**config.mk**
```make
export PLATFORM = sky130hd
export DESIGN_NAME = jk_cmd_arbiter_flat
export DESIGN_NICKNAME = d
export VERILOG_FILES = /design/src/rtl/jk_cmd_arbiter_pkg.sv /design/src/rtl/jk_cmd_arbiter_if.sv /design/src/rtl/jk_rr_arbiter.sv /design/src/rtl/jk_cmd_arbiter.sv /design/src/flat_wrapper.sv
export SDC_FILE = /design/constraint.sdc
export NUM_CORES = 1
export LEC_CHECK = 0
export ABC_AREA = 1
export CAP_MARGIN = 0
export CORE_ASPECT_RATIO = 0.7
export CORE_MARGIN = 8
export CORE_UTILIZATION = 45
export CTS_CLUSTER_DIAMETER = 40
export DETAILED_ROUTE_END_ITERATION = 6
export PLACE_DENSITY = 0.75
export SYNTH_ARGS = -nofsm -noshare
export SYNTH_HDL_FRONTEND = slang
export SYNTH_SLANG_ARGS = --single-unit
```
**constraint.sdc**
```tcl
create_clock -name clk -period 2.3 [get_ports clk]
set_input_delay 0.69 -clock clk [delete_from_list [all_inputs] [get_ports clk]]
set_output_delay 0.69 -clock clk [all_outputs]
set_load 0.005 [all_outputs]
```
**src/rtl/jk_cmd_arbiter_pkg.sv**
```systemverilog
// Shared definitions for the JK command arbiter: op encodings, FSM states,
// and the command-counter width used when JK_CMD_CNT_EN is defined.
package jk_pkg;

    localparam logic [1:0] JK_HOLD   = 2'b00;
    localparam logic [1:0] JK_RESET  = 2'b01;
    localparam logic [1:0] JK_SET    = 2'b10;
    localparam logic [1:0] JK_TOGGLE = 2'b11;

    localparam int unsigned CMD_CNT_W = 16;

    typedef enum logic [1:0] {
        S_IDLE  = 2'b00,
        S_GRANT = 2'b01,
        S_APPLY = 2'b10
    } state_t;

endpackage

```
**src/rtl/jk_cmd_arbiter_if.sv**
```systemverilog
// Requester-side bus of the JK command arbiter: packed per-requester commands
// in, one-hot grant and shared register state out.
interface jk_cmd_arbiter_if #(
    parameter int unsigned NREQ  = 4,
    parameter int unsigned WIDTH = 8
) ();

    logic [NREQ-1:0]       req;
    logic [2*NREQ-1:0]     cmd_op;
    logic [WIDTH*NREQ-1:0] cmd_mask;
    logic [NREQ-1:0]       gnt;
    logic                  busy;
    logic                  done;
    logic [WIDTH-1:0]      q;

    modport master (
        output req, cmd_op, cmd_mask,
        input  gnt, busy, done, q
    );

    modport slave (
        input  req, cmd_op, cmd_mask,
        output gnt, busy, done, q
    );

endinterface

```
**src/rtl/jk_rr_arbiter.sv**
```systemverilog
// Combinational round-robin pick: searches req starting at ptr, wrapping
// NREQ-1 -> 0, and reports the winner as one-hot and as an index.
module jk_rr_arbiter #(
    parameter int unsigned NREQ = 4,
    parameter int unsigned IDXW = 2
) (
    input  logic [NREQ-1:0] req,
    input  logic [IDXW-1:0] ptr,
    output logic [NREQ-1:0] win_onehot,
    output logic [IDXW-1:0] win_idx,
    output logic            win_valid
);

    always_comb begin
        int unsigned cand;
        cand      = 0;
        win_valid = 1'b0;
        win_idx   = '0;
        for (int unsigned k = 0; k < NREQ; k++) begin
            cand = 32'(ptr) + k;
            if (cand >= NREQ) begin
                cand = cand - NREQ;
            end
            if (!win_valid && req[cand[IDXW-1:0]]) begin
                win_valid = 1'b1;
                win_idx   = cand[IDXW-1:0];
            end
        end
        win_onehot = win_valid ? (NREQ'(1) << win_idx) : '0;
    end

endmodule

```
**src/rtl/jk_cmd_arbiter.sv**
```systemverilog
// Round-robin sequencer sharing one JK register bank between NREQ requesters.
// Optional macro JK_CMD_CNT_EN adds a saturating 16-bit applied-command counter.
module jk_cmd_arbiter
    import jk_pkg::*;
#(
    parameter int unsigned NREQ  = 4,
    parameter int unsigned WIDTH = 8
) (
    input  logic                 clk,
    input  logic                 clr_n,
    jk_cmd_arbiter_if.slave      bus
`ifdef JK_CMD_CNT_EN
    ,
    output logic [CMD_CNT_W-1:0] cmd_cnt
`endif
);

    localparam int unsigned IDXW = $clog2(NREQ);

    state_t           state_q;
    logic [IDXW-1:0]  ptr_q;
    logic [IDXW-1:0]  widx_q;
    logic [1:0]       op_q;
    logic [WIDTH-1:0] mask_q;
    logic [NREQ-1:0]  gnt_q;
    logic             busy_q;
    logic             done_q;
    logic [WIDTH-1:0] q_q;
`ifdef JK_CMD_CNT_EN
    logic [CMD_CNT_W-1:0] cnt_q;
`endif

    logic [NREQ-1:0]  win_onehot;
    logic [IDXW-1:0]  win_idx;
    logic             win_valid;
    logic [1:0]       sel_op;
    logic [WIDTH-1:0] sel_mask;

    jk_rr_arbiter #(
        .NREQ (NREQ),
        .IDXW (IDXW)
    ) u_rr (
        .req        (bus.req),
        .ptr        (ptr_q),
        .win_onehot (win_onehot),
        .win_idx    (win_idx),
        .win_valid  (win_valid)
    );

    always_comb begin
        sel_op   = '0;
        sel_mask = '0;
        for (int unsigned i = 0; i < NREQ; i++) begin
            if (win_idx == IDXW'(i)) begin
                sel_op   = bus.cmd_op[2*i +: 2];
                sel_mask = bus.cmd_mask[WIDTH*i +: WIDTH];
            end
        end
    end

    function automatic logic [WIDTH-1:0] jk_next(input logic [WIDTH-1:0] cur,
                                                 input logic [1:0]       op,
                                                 input logic [WIDTH-1:0] m);
        logic [WIDTH-1:0] nxt;
        unique case (op)
            JK_HOLD:   nxt = cur;
            JK_RESET:  nxt = cur & ~m;
            JK_SET:    nxt = cur | m;
            JK_TOGGLE: nxt = cur ^ m;
            default:   nxt = cur;
        endcase
        return nxt;
    endfunction

    always_ff @(posedge clk or negedge clr_n) begin
        if (!clr_n) begin
            state_q <= S_IDLE;
            ptr_q   <= '0;
            widx_q  <= '0;
            op_q    <= '0;
            mask_q  <= '0;
            gnt_q   <= '0;
            busy_q  <= 1'b0;
            done_q  <= 1'b0;
            q_q     <= '0;
`ifdef JK_CMD_CNT_EN
            cnt_q   <= '0;
`endif
        end else begin
            gnt_q  <= '0;
            done_q <= 1'b0;
            case (state_q)
                S_IDLE: begin
                    if (win_valid) begin
                        op_q    <= sel_op;
                        mask_q  <= sel_mask;
                        widx_q  <= win_idx;
                        gnt_q   <= win_onehot;
                        busy_q  <= 1'b1;
                        state_q <= S_GRANT;
                    end
                end
                S_GRANT: begin
                    q_q     <= jk_next(q_q, op_q, mask_q);
                    ptr_q   <= (widx_q == IDXW'(NREQ - 1)) ? '0 : widx_q + IDXW'(1);
                    done_q  <= 1'b1;
                    state_q <= S_APPLY;
`ifdef JK_CMD_CNT_EN
                    if (cnt_q != '1) begin
                        cnt_q <= cnt_q + CMD_CNT_W'(1);
                    end
`endif
                end
                S_APPLY: begin
                    // Requests are deliberately not sampled here; IDLE owns arbitration.
                    busy_q  <= 1'b0;
                    state_q <= S_IDLE;
                end
                default: begin
                    busy_q  <= 1'b0;
                    state_q <= S_IDLE;
                end
            endcase
        end
    end

    assign bus.gnt  = gnt_q;
    assign bus.busy = busy_q;
    assign bus.done = done_q;
    assign bus.q    = q_q;
`ifdef JK_CMD_CNT_EN
    assign cmd_cnt  = cnt_q;
`endif

endmodule

```
**src/flat_wrapper.sv**
```systemverilog
// flat-port wrapper written by rule: the top's interface ports become plain ports
module jk_cmd_arbiter_flat import jk_pkg::*;
#(
    parameter int unsigned NREQ  = 4,
    parameter int unsigned WIDTH = 8
)
  (clk, clr_n, bus_req, bus_cmd_op, bus_cmd_mask, bus_gnt, bus_busy, bus_done, bus_q);
  jk_cmd_arbiter_if #(.NREQ(NREQ), .WIDTH(WIDTH)) bus_i ();
  input  logic clk;
  input  logic clr_n;
  input wire logic [$bits(bus_i.req)-1:0] bus_req;
  input wire logic [$bits(bus_i.cmd_op)-1:0] bus_cmd_op;
  input wire logic [$bits(bus_i.cmd_mask)-1:0] bus_cmd_mask;
  output wire logic [$bits(bus_i.gnt)-1:0] bus_gnt;
  output wire logic [$bits(bus_i.busy)-1:0] bus_busy;
  output wire logic [$bits(bus_i.done)-1:0] bus_done;
  output wire logic [$bits(bus_i.q)-1:0] bus_q;
  assign bus_i.req = bus_req;
  assign bus_i.cmd_op = bus_cmd_op;
  assign bus_i.cmd_mask = bus_cmd_mask;
  assign bus_gnt = bus_i.gnt;
  assign bus_busy = bus_i.busy;
  assign bus_done = bus_i.done;
  assign bus_q = bus_i.q;
  jk_cmd_arbiter #(.NREQ(NREQ), .WIDTH(WIDTH)) u_core (.clk(clk), .clr_n(clr_n), .bus(bus_i));
endmodule
```
After elaboration in Yosys (flattened, before gate mapping)

Index checks and enable logic that the tools add are counted.

Input port bits: 46
Logic and storage cells: 90
Bits in registers: 30

Equal/unequal tests: 9
Bitwise gates (word level): 6
Shift-type cells: 1
Reduce and logical (&&, ||, !) cells: 12
Multiplexer cells: 37
Add/subtract/negate cells: 8
Magnitude comparators: 8

Operators with widths:

| operator                                            | count |
|---|---|
| 2-to-1 mux 8 bit                                    | 4 |
| 2-to-1 mux 2 bit                                    | 14 |
| one-hot mux 8 bit (3 select lines)                  | 1 |
| < comparator 2 x 3 -> 1 bit, second input constant  | 4 |
| equality test 2 bit, second input constant          | 5 |
| 2-to-1 mux 1 bit                                    | 10 |
| >= comparator 3 bit, second input constant          | 3 |
| bitwise AND 8 bit                                   | 1 |
| binary-select mux 1 bit (select 2 bit)              | 4 |
| 2-to-1 mux 4 bit                                    | 2 |
| NOT 8 bit                                           | 1 |
| bitwise OR 8 bit                                    | 1 |
| subtractor 2 x 1 -> 2 bit, second input constant    | 4 |
| bitwise XOR 8 bit                                   | 1 |
| adder 2 x 2 -> 3 bit, second input constant         | 2 |
| equality test 2 x 1 -> 1 bit, second input constant | 3 |
| zero test 2 bit                                     | 3 |
| AND reduction 2 bit                                 | 3 |
| one-hot mux 2 bit (2 select lines)                  | 1 |
| left shift 1 x 2 -> 4 bit, first input constant     | 1 |
| adder 2 x 1 -> 3 bit, second input constant         | 1 |
| >= comparator 2 x 3 -> 1 bit, second input constant | 1 |
| logical AND 1 bit                                   | 3 |
| zero test 1 bit                                     | 3 |
| other kinds (4)                                     | 5 |

Longest topological paths before layout

Gate-level depths: netlist of the first run.

Depth in word-level cells: 19
Mapped depth: 15

Modules after synthesis

From an unflattened synthesis of the first run, not the netlist that was laid out.

Cells, all modules: 327
Area total of the unflattened synthesis: 2,337.2 um^2

By module, submodules not included:

| module         | seq. area each (um^2) | cells each | area an instance (um^2) | instances |
|---|---|---|---|---|
| jk_cmd_arbiter | 750.7                 | 253        | 1,944.4                 | 1 |
| jk_rr_arbiter  | 0.0                   | 74         | 392.9                   | 1 |

Least setup slack after synthesis of the first run

Ideal clock, no wire load.

Path type: input -> register
From: in bus_req[3]
To: reg u_core.mask_q[1]
Data required time: 2.176 ns
Setup time: 0.124 ns
Path slack: 0.365 ns
Arrival time: 1.811 ns
Cell stages on the path: 13
Path through: inv_1 > nand2_1 > nand3_1 > nand2_2 > nor2_8 > nand3_1 > nand2_2 > nand2_4 > buf_8 > o21ai_2 > nand2_1 > nand2_1 > nand3_1

Cells in the longest elaborated chain, start to end: 17

Ends and longest elaborated chain:

| element                                | line                 | text |
|---|---|---|
| start: declaration                     | flat_wrapper.sv:11   | `input wire logic [$bits(bus_i.req)-1:0] bus_req;` |
| binary-select mux 1 bit (select 2 bit) | jk_rr_arbiter.sv:24  | `if (!win_valid && req[cand[IDXW-1:0]]) begin` |
| 2-to-1 mux 1 bit (not written as such) | jk_rr_arbiter.sv:24  |  |
| 2-to-1 mux 1 bit                       | jk_rr_arbiter.sv:24  |  |
| zero test 1 bit                        | jk_rr_arbiter.sv:24  |  |
| logical AND 1 bit                      | jk_rr_arbiter.sv:24  |  |
| 2-to-1 mux 1 bit                       | jk_rr_arbiter.sv:24  |  |
| zero test 1 bit                        | jk_rr_arbiter.sv:24  |  |
| logical AND 1 bit                      | jk_rr_arbiter.sv:24  |  |
| 2-to-1 mux 1 bit                       | jk_rr_arbiter.sv:24  |  |
| zero test 1 bit                        | jk_rr_arbiter.sv:24  |  |
| logical AND 1 bit                      | jk_rr_arbiter.sv:24  |  |
| 2-to-1 mux 2 bit                       | jk_rr_arbiter.sv:24  |  |
| zero test 2 bit                        | jk_cmd_arbiter.sv:54 | `if (win_idx == IDXW'(i)) begin` |
| 2-to-1 mux 8 bit (4 in a row)          | jk_cmd_arbiter.sv:54 |  |
| end signal: assignment                 | jk_cmd_arbiter.sv:96 | `mask_q <= sel_mask;` |
| end: declaration                       | jk_cmd_arbiter.sv:24 | `logic [WIDTH-1:0] mask_q;` |

Several ways; a longest one is shown, not always the timed one. The select of a mux whose other input is x is not followed.
A chain may end at the register's enable or synchronous reset.

Worst setup path in the final report of the first run

From: reg u_core.ptr_q[0]
To: reg u_core.mask_q[0]

Cells in the longest elaborated chain, start to end: 19

Ends and longest elaborated chain:

| element                                                                       | line                  | text |
|---|---|---|
| start: declaration                                                            | jk_cmd_arbiter.sv:21  | `logic [IDXW-1:0] ptr_q;` |
| start signal: assignment                                                      | jk_cmd_arbiter.sv:105 | `ptr_q <= (widx_q == IDXW'(NREQ - 1)) ? '0 : widx_q + IDXW'(1);` |
| parallel branches: the longest is 19 deep, another holds adder 2 x 1 -> 3 bit | -                     |  |

Parallel ways; which one is timed is not known. The select of a mux whose other input is x is not followed.

==> results.sh, run 1 <==
export IMPL_status="complete, no violations"
export IMPL_coreArea_sq_um=4756
export IMPL_finalSetupTns_ns=0
export IMPL_slowest_stage="dfrtp_2"
export IMPL_design_area_sq_um=3159
export IMPL_worstPathMaxFanout=9
export IMPL_maxCapViolations=0
export IMPL_startpoint_type="flop"
export IMPL_path_cells="buf_12, nand2_1, nand2_1, nand2_2, nand2_4, nor2_8, nand3_1, nand2_2, nand2_8, buf_6, buf_4, o21ai_1, nand2_1, nand2_1, nand3_1"
export IMPL_rsz0062_at_grt="false"
export IMPL_die_w_microns=99.90
export IMPL_worstPathBufferInverterCount=3
export IMPL_antenna_found_initial=0
export IMPL_clk_latency_ns=0.28
export IMPL_nets=443
export IMPL_rows=21
export IMPL_layout_common_cells="nand2_1, clkdlybuf4s50_1, nor2_1, inv_1"
export IMPL_finClkSkew_ns=0.005558
export IMPL_io_buffers=59
export IMPL_p_per_area_nw_per_um2=1634
export IMPL_ant_nets=0
export IMPL_yosysWarnings=0
export IMPL_maxSlewHeadroom_pct=62.24
export IMPL_nFillCells=398
export IMPL_clk_pin_slew_ns=0.07
export IMPL_die_h_microns=74.73
export IMPL_instances_no_fill=450
export IMPL_hold_path_class="reg2reg"
export IMPL_start_util_pct=46.62
export IMPL_grt_pass1_wl_microns=9453
export IMPL_ys_types=27
export IMPL_cts_tree="yes"
export IMPL_hold_buffers=0
export IMPL_syn_inst=304
export IMPL_cts_root_buf="clkbuf_8"
export IMPL_routed_via_count=2125
export IMPL_die_area_sq_um=7465
export IMPL_p_total_mw=5.162
export IMPL_p_leak_nw=1.550
export IMPL_insertedDiodeCount=0
export IMPL_ys_seq_area_share_pct=33.86
export IMPL_worst_path_largest_cell_delay_ns=0.45
export IMPL_route_detailed_drc=0
export IMPL_path_delay_family="simple AND/OR/NAND/NOR gates"
export IMPL_overflow=0
export IMPL_grt_usage_pct=15.84
export IMPL_hpwlAfterDp_microns=4339
export IMPL_final_hold_viol_count=0
export IMPL_grt_max_degree=31
export IMPL_dp_cells=434
export IMPL_synth_seq_cells=30
export IMPL_hold_depth=1
export IMPL_worstSetupEndpointType="flop"
export IMPL_routedWlPerCell_microns=12.90
export IMPL_hold_ws_ns=0.4812
export IMPL_setup_violations=0
export IMPL_layout_setup_ws_ns=0.1570
export IMPL_ios=60
export IMPL_critical_path_arrival_ns=2.32
export IMPL_cts_inserted_buffers=5
export IMPL_slew_violations=0
export IMPL_ir_drop_mv=1.236
export IMPL_first_pass_iters=5
export IMPL_worst_r2r_cell_count=15
export IMPL_fin_crit_sh_pct=93.17
export IMPL_vias_per_cell=4.722
export IMPL_placed_area_sq_um=2915
export IMPL_synth_fp_nets=367
export IMPL_layout_drive_gt1_share_pct=19.42
export IMPL_path_class="reg2reg"
export IMPL_first_iter_violations=126
export IMPL_syn_avg_cell_area_sq_um=7.293
export IMPL_crit_top_cell="nand2_1"
export IMPL_htreeDepth=2
export IMPL_gp_congestion=0.8820
export IMPL_fmax_mhz=466.6
export IMPL_netlist_area_sq_um=2217
export IMPL_fin_util_pct=66.43
export IMPL_first_global_vias=1995
export IMPL_routed_wirelength_microns=5805
export IMPL_cp_required_ns=2.47
export IMPL_clk_path_buf_depth=2
export IMPL_cp_depth=15
export IMPL_layout_commonest_cell="nand2_1"
export IMPL_pre_cts_slack_ns=-0.3167
export IMPL_tightest_slew_ns=0.5664
export IMPL_finalCriticalPeriod_ns=2.143
export IMPL_areaGrowthSynthToFinish_pct=42.49
export IMPL_clock_sinks=30
## per-layer routing
| layer | global-route usage (%) | wire, microns |
|---|---|---|
| met2 | 23.66 | 2532 |
| met4 | 4.508 | 42 |
| met5 | 0 | 0 |
| met1 | 21.45 | 2834 |
| met3 | 4.986 | 396 |
## area by class of cell
| cell class | instances | area [sq um] | share of cell area (%) |
|---|---|---|---|
| timing repair buffer | 78 | 759.5 | 24.04 |
| multi-input combinational | 224 | 1306 | 41.35 |
| inverter | 41 | 158.9 | 5.030 |
| clock inverter | 2 | 12.51 | 0.3960 |
| sequential | 30 | 753.2 | 23.84 |
| tap | 69 | 86.33 | 2.733 |
| clock buffer | 6 | 82.58 | 2.614 |
## kinds of logic after synthesis
group | count (synthesis) | synth area share [%]
and+or+nand+nor | 164 | 35.38
DFF | 30 | 33.86
adders and majority gates | 17 | 9.593
AOI/OAI and AO/OA | 43 | 11.29
buffers and inverters | 50 | 9.875
## flip-flops by register name, indices dropped and copies added, names as in the netlist
signal           cells
u_core.bus.gnt       4
u_core.bus.busy      1
u_core.state_q       2
u_core.bus.q         8
u_core.bus.done      1
u_core.op_q          2
u_core.ptr_q         2
u_core.widx_q        2
u_core.mask_q        8
## synthesized netlist by cell type
cell type   n  area share [%]
nand2_1    82              14
inv_1      36             6.1
nor2_1     33             5.6
dfrtp_1    30              34
o21ai_0    28             6.3
nand3_1    23             5.2
ha_1       17             9.6
o21ai_2     8             3.2
nand2_4     7             3.6
nand2_2     6             1.7
clkbuf_1    4            0.68
nand3_2     4             1.8
o21ai_1     4            0.90
inv_2       3            0.51
nand4_1     3            0.85
nor3_1      3            0.68
buf_4       2            0.68
nor2_8      2             1.8
a21boi_1    1            0.34
a21oi_1     1            0.23
buf_2       1            0.23
buf_6       1            0.51
buf_8       1            0.68
clkinv_2    1            0.23
inv_4       1            0.28
nand3b_1    1            0.34
o31ai_1     1            0.34
## power breakdown
part	switching, mW	leakage [nW]	internal [mW]
sequential	0.245	0.381	0.784
clock	0.215	0.0472	0.240
combinational	2.08	1.12	1.60
total	2.54	1.55	2.62
## final timing paths
check / from / to / slack, ns
setup / recovery: u_core.ptr_q[0] / u_core.mask_q[0] / 0.16
hold reg to reg: u_core.state_q[1] / u_core.state_q[1] / 0.48
hold / removal: u_core.state_q[1] / u_core.state_q[1] / 0.48
max in group asynchronous: clr_n / u_core.ptr_q[1] / 1.19
min in group asynchronous: clr_n / u_core.state_q[1] / 0.80
setup reg to reg: u_core.ptr_q[0] / u_core.mask_q[0] / 0.16
## timing repair
| item | 4_1_cts | 5_1_grt |
|---|---|---|
| gates resized for setup | 0 | 27 |
| gates cloned | 0 | 0 |
| setup buffers | 1 | 7 |
| pin swaps | 1 | 11 |
| endpoints found under the setup margin | 7 | 13 |
(Power assumes the default switching activity.)
==> run 2, diff against run 1 <==
--- a/config.mk
+++ b/config.mk
@@ -9,10 +9,9 @@
 export CAP_MARGIN = 0
 export CORE_ASPECT_RATIO = 0.7
 export CORE_MARGIN = 8
-export CORE_UTILIZATION = 45
+export CORE_UTILIZATION = 26
 export CTS_CLUSTER_DIAMETER = 40
 export DETAILED_ROUTE_END_ITERATION = 6
-export PLACE_DENSITY = 0.75
 export SYNTH_ARGS = -nofsm -noshare
 export SYNTH_HDL_FRONTEND = slang
 export SYNTH_SLANG_ARGS = --single-unit
==> results.sh, run 2 (synthesis results as in run 1) <==
export IMPL_first_iter_violations=161
export IMPL_power_share_clock_pct=11.6
export IMPL_p_seq_share_pct=18.7
export IMPL_insertedDiodeCount=0
export IMPL_status="complete, no violations"
export IMPL_die_area_sq_um=11790
export IMPL_areaGrowthSynthToFinish_pct=48.81
export IMPL_fin_util_pct=39.41
export IMPL_htreeDepth=2
export IMPL_startpoint_type="flop"
export IMPL_hold_path_class="reg2reg"
export IMPL_final_hold_viol_count=0
export IMPL_layout_drive_gt1_share_pct=19.21
export IMPL_gp_congestion=0.8403
export IMPL_clk_path_buf_depth=2
export IMPL_critical_path_arrival_ns=2.31
export IMPL_maxCapViolations=0
export IMPL_antenna_found_initial=0
export IMPL_pre_cts_slack_ns=-0.3462
export IMPL_setup_violations=0
export IMPL_p_per_area_nw_per_um2=1702
export IMPL_finalSetupTns_ns=0
export IMPL_routedWlPerCell_microns=13.81
export IMPL_grt_pass1_wl_microns=10530
export IMPL_finClkSkew_ns=0.005538
export IMPL_finalCriticalPeriod_ns=2.154
export IMPL_fmax_mhz=464.3
export IMPL_worstPathMaxFanout=8
export IMPL_ir_drop_mv=0.5812
export IMPL_grt_max_degree=31
export IMPL_hpwlAfterDp_microns=4957
export IMPL_nets=442
export IMPL_ios=60
export IMPL_power_net_switching_mw=2.792
export IMPL_first_pass_iters=4
export IMPL_p_sw_share_pct=49.71
export IMPL_p_leak_nw=1.573
export IMPL_maxSlewHeadroom_pct=57.76
export IMPL_coreArea_sq_um=8373
export IMPL_routed_via_count=2187
export IMPL_routed_wirelength_microns=6699
export IMPL_cts_inserted_buffers=5
export IMPL_start_util_pct=26.48
export IMPL_route_detailed_drc=0
export IMPL_ant_nets=0
export IMPL_die_h_microns=93.26
export IMPL_combPwrFrac_pct=69.8
export IMPL_layout_setup_ws_ns=0.1462
export IMPL_rows=28
export IMPL_cp_required_ns=2.46
export IMPL_layout_commonest_cell="nand2_1"
export IMPL_cts_root_buf="clkbuf_16"
export IMPL_overflow=0
export IMPL_clk_pin_slew_ns=0.05
export IMPL_layout_common_cells="nand2_1, clkdlybuf4s50_1, inv_1, nor2_1"
export IMPL_worstSetupEndpointType="flop"
export IMPL_intPower_mw=2.824
export IMPL_slew_violations=0
export IMPL_rsz0062_at_grt="false"
export IMPL_grt_usage_pct=11.05
export IMPL_fin_crit_sh_pct=93.64
export IMPL_tightest_slew_ns=0.6336
export IMPL_die_w_microns=126.4
export IMPL_vias_per_cell=4.509
export IMPL_cts_tree="yes"
export IMPL_path_class="reg2reg"
export IMPL_clk_latency_ns=0.27
export IMPL_io_buffers=59
export IMPL_first_global_vias=2134
export IMPL_clock_sinks=30
## run 2: power by group through the flow
stage | Combinational, mW | Clock, mW | Sequential [mW]
floorplan | 2.43 | 0 | 0.928
global placement | 3.27 | 0 | 1.04
detailed placement | 3.34 | 0 | 1.04
CTS | 3.47 | 0.662 | 1.04
global route | 4.36 | 0.686 | 1.10
finish | 3.92 | 0.649 | 1.05
## run 2: final timing paths
kind	start	to	slack (ns)	depth (start not counted)
min in group asynchronous	clr_n	u_core.bus.done	0.82	2
max	u_core.ptr_q[0]	u_core.op_q[1]	0.15	13
max reg2reg	u_core.ptr_q[0]	u_core.op_q[1]	0.15	13
min reg2reg	u_core.state_q[1]	u_core.state_q[1]	0.48	1
max in group asynchronous	clr_n	u_core.ptr_q[1]	1.17	2
min	u_core.state_q[1]	u_core.state_q[1]	0.48	1
## run 2: final cells by class
cell class,count,area [sq um]
repair buffers,74,729.5
repair inverters,1,5.005
clock inverters,1,5.005
well taps,105,131.4
inverters,41,161.4
flip-flops and latches,30,753.2
fillers,837,5074
multi-input cells,226,1371
clock buffers,7,142.6
## run 2: layer usage
layer  GRT usage (%)  up-vias  wire length [microns]
met5               0        -                      0
met4           2.991        0                     48
met3           4.034        4                    538
met2           16.98       56                   3047
met1           14.32     1007                   3065
li1                -     1120                      -
## run 2: repair_timing
action | 4_1_cts | 5_1_grt
pin swaps | 2 | 11
setup endpoints to repair | 8 | 13
gates cloned | 0 | 3
setup buffers | 2 | 2
hold buffers | 0 | 0
gates resized for setup | 4 | 27
## run 2: critical path, cell delays in order, from the launching register on
cell and delay [ns]:
dfrtp_2 0.48, buf_4 0.19, nand2_1 0.06, nand2_1 0.11, nand2_2 0.12, nand2_4 0.07, nor2_8 0.14, nand4_1 0.26
nand2_8 0.23, nand2_8 0.09, o21ai_2 0.12, inv_1 0.05, nand2_1 0.07, nand2_1 0.05
## run 2: per-stage QoR
| stage | hold WS [ns] | total power, mW | instances | cell area (sq um) |
|---|---|---|---|---|
| detailed placement | 0.4832 | 4.382 | 470 | 2973 |
| finish | 0.4809 | 5.615 | 485 | 3299 |
| floorplan | 0.3944 | 3.356 | 304 | 2217 |
| CTS | 0.4899 | 5.175 | 480 | 3154 |
| global placement | 0.4542 | 4.309 | 470 | 2973 |
| global route | 0.5018 | 6.141 | 485 | 3299 |
==> run 3, diff against run 2 <==
--- a/config.mk
+++ b/config.mk
@@ -11,6 +11,7 @@
 export CORE_MARGIN = 8
 export CORE_UTILIZATION = 26
 export CTS_CLUSTER_DIAMETER = 40
+export CTS_CLUSTER_SIZE = 30
 export DETAILED_ROUTE_END_ITERATION = 6
 export SYNTH_ARGS = -nofsm -noshare
 export SYNTH_HDL_FRONTEND = slang
==> results of run 3 <==
Final layout, timing and power as in run 2 (identical DEF).
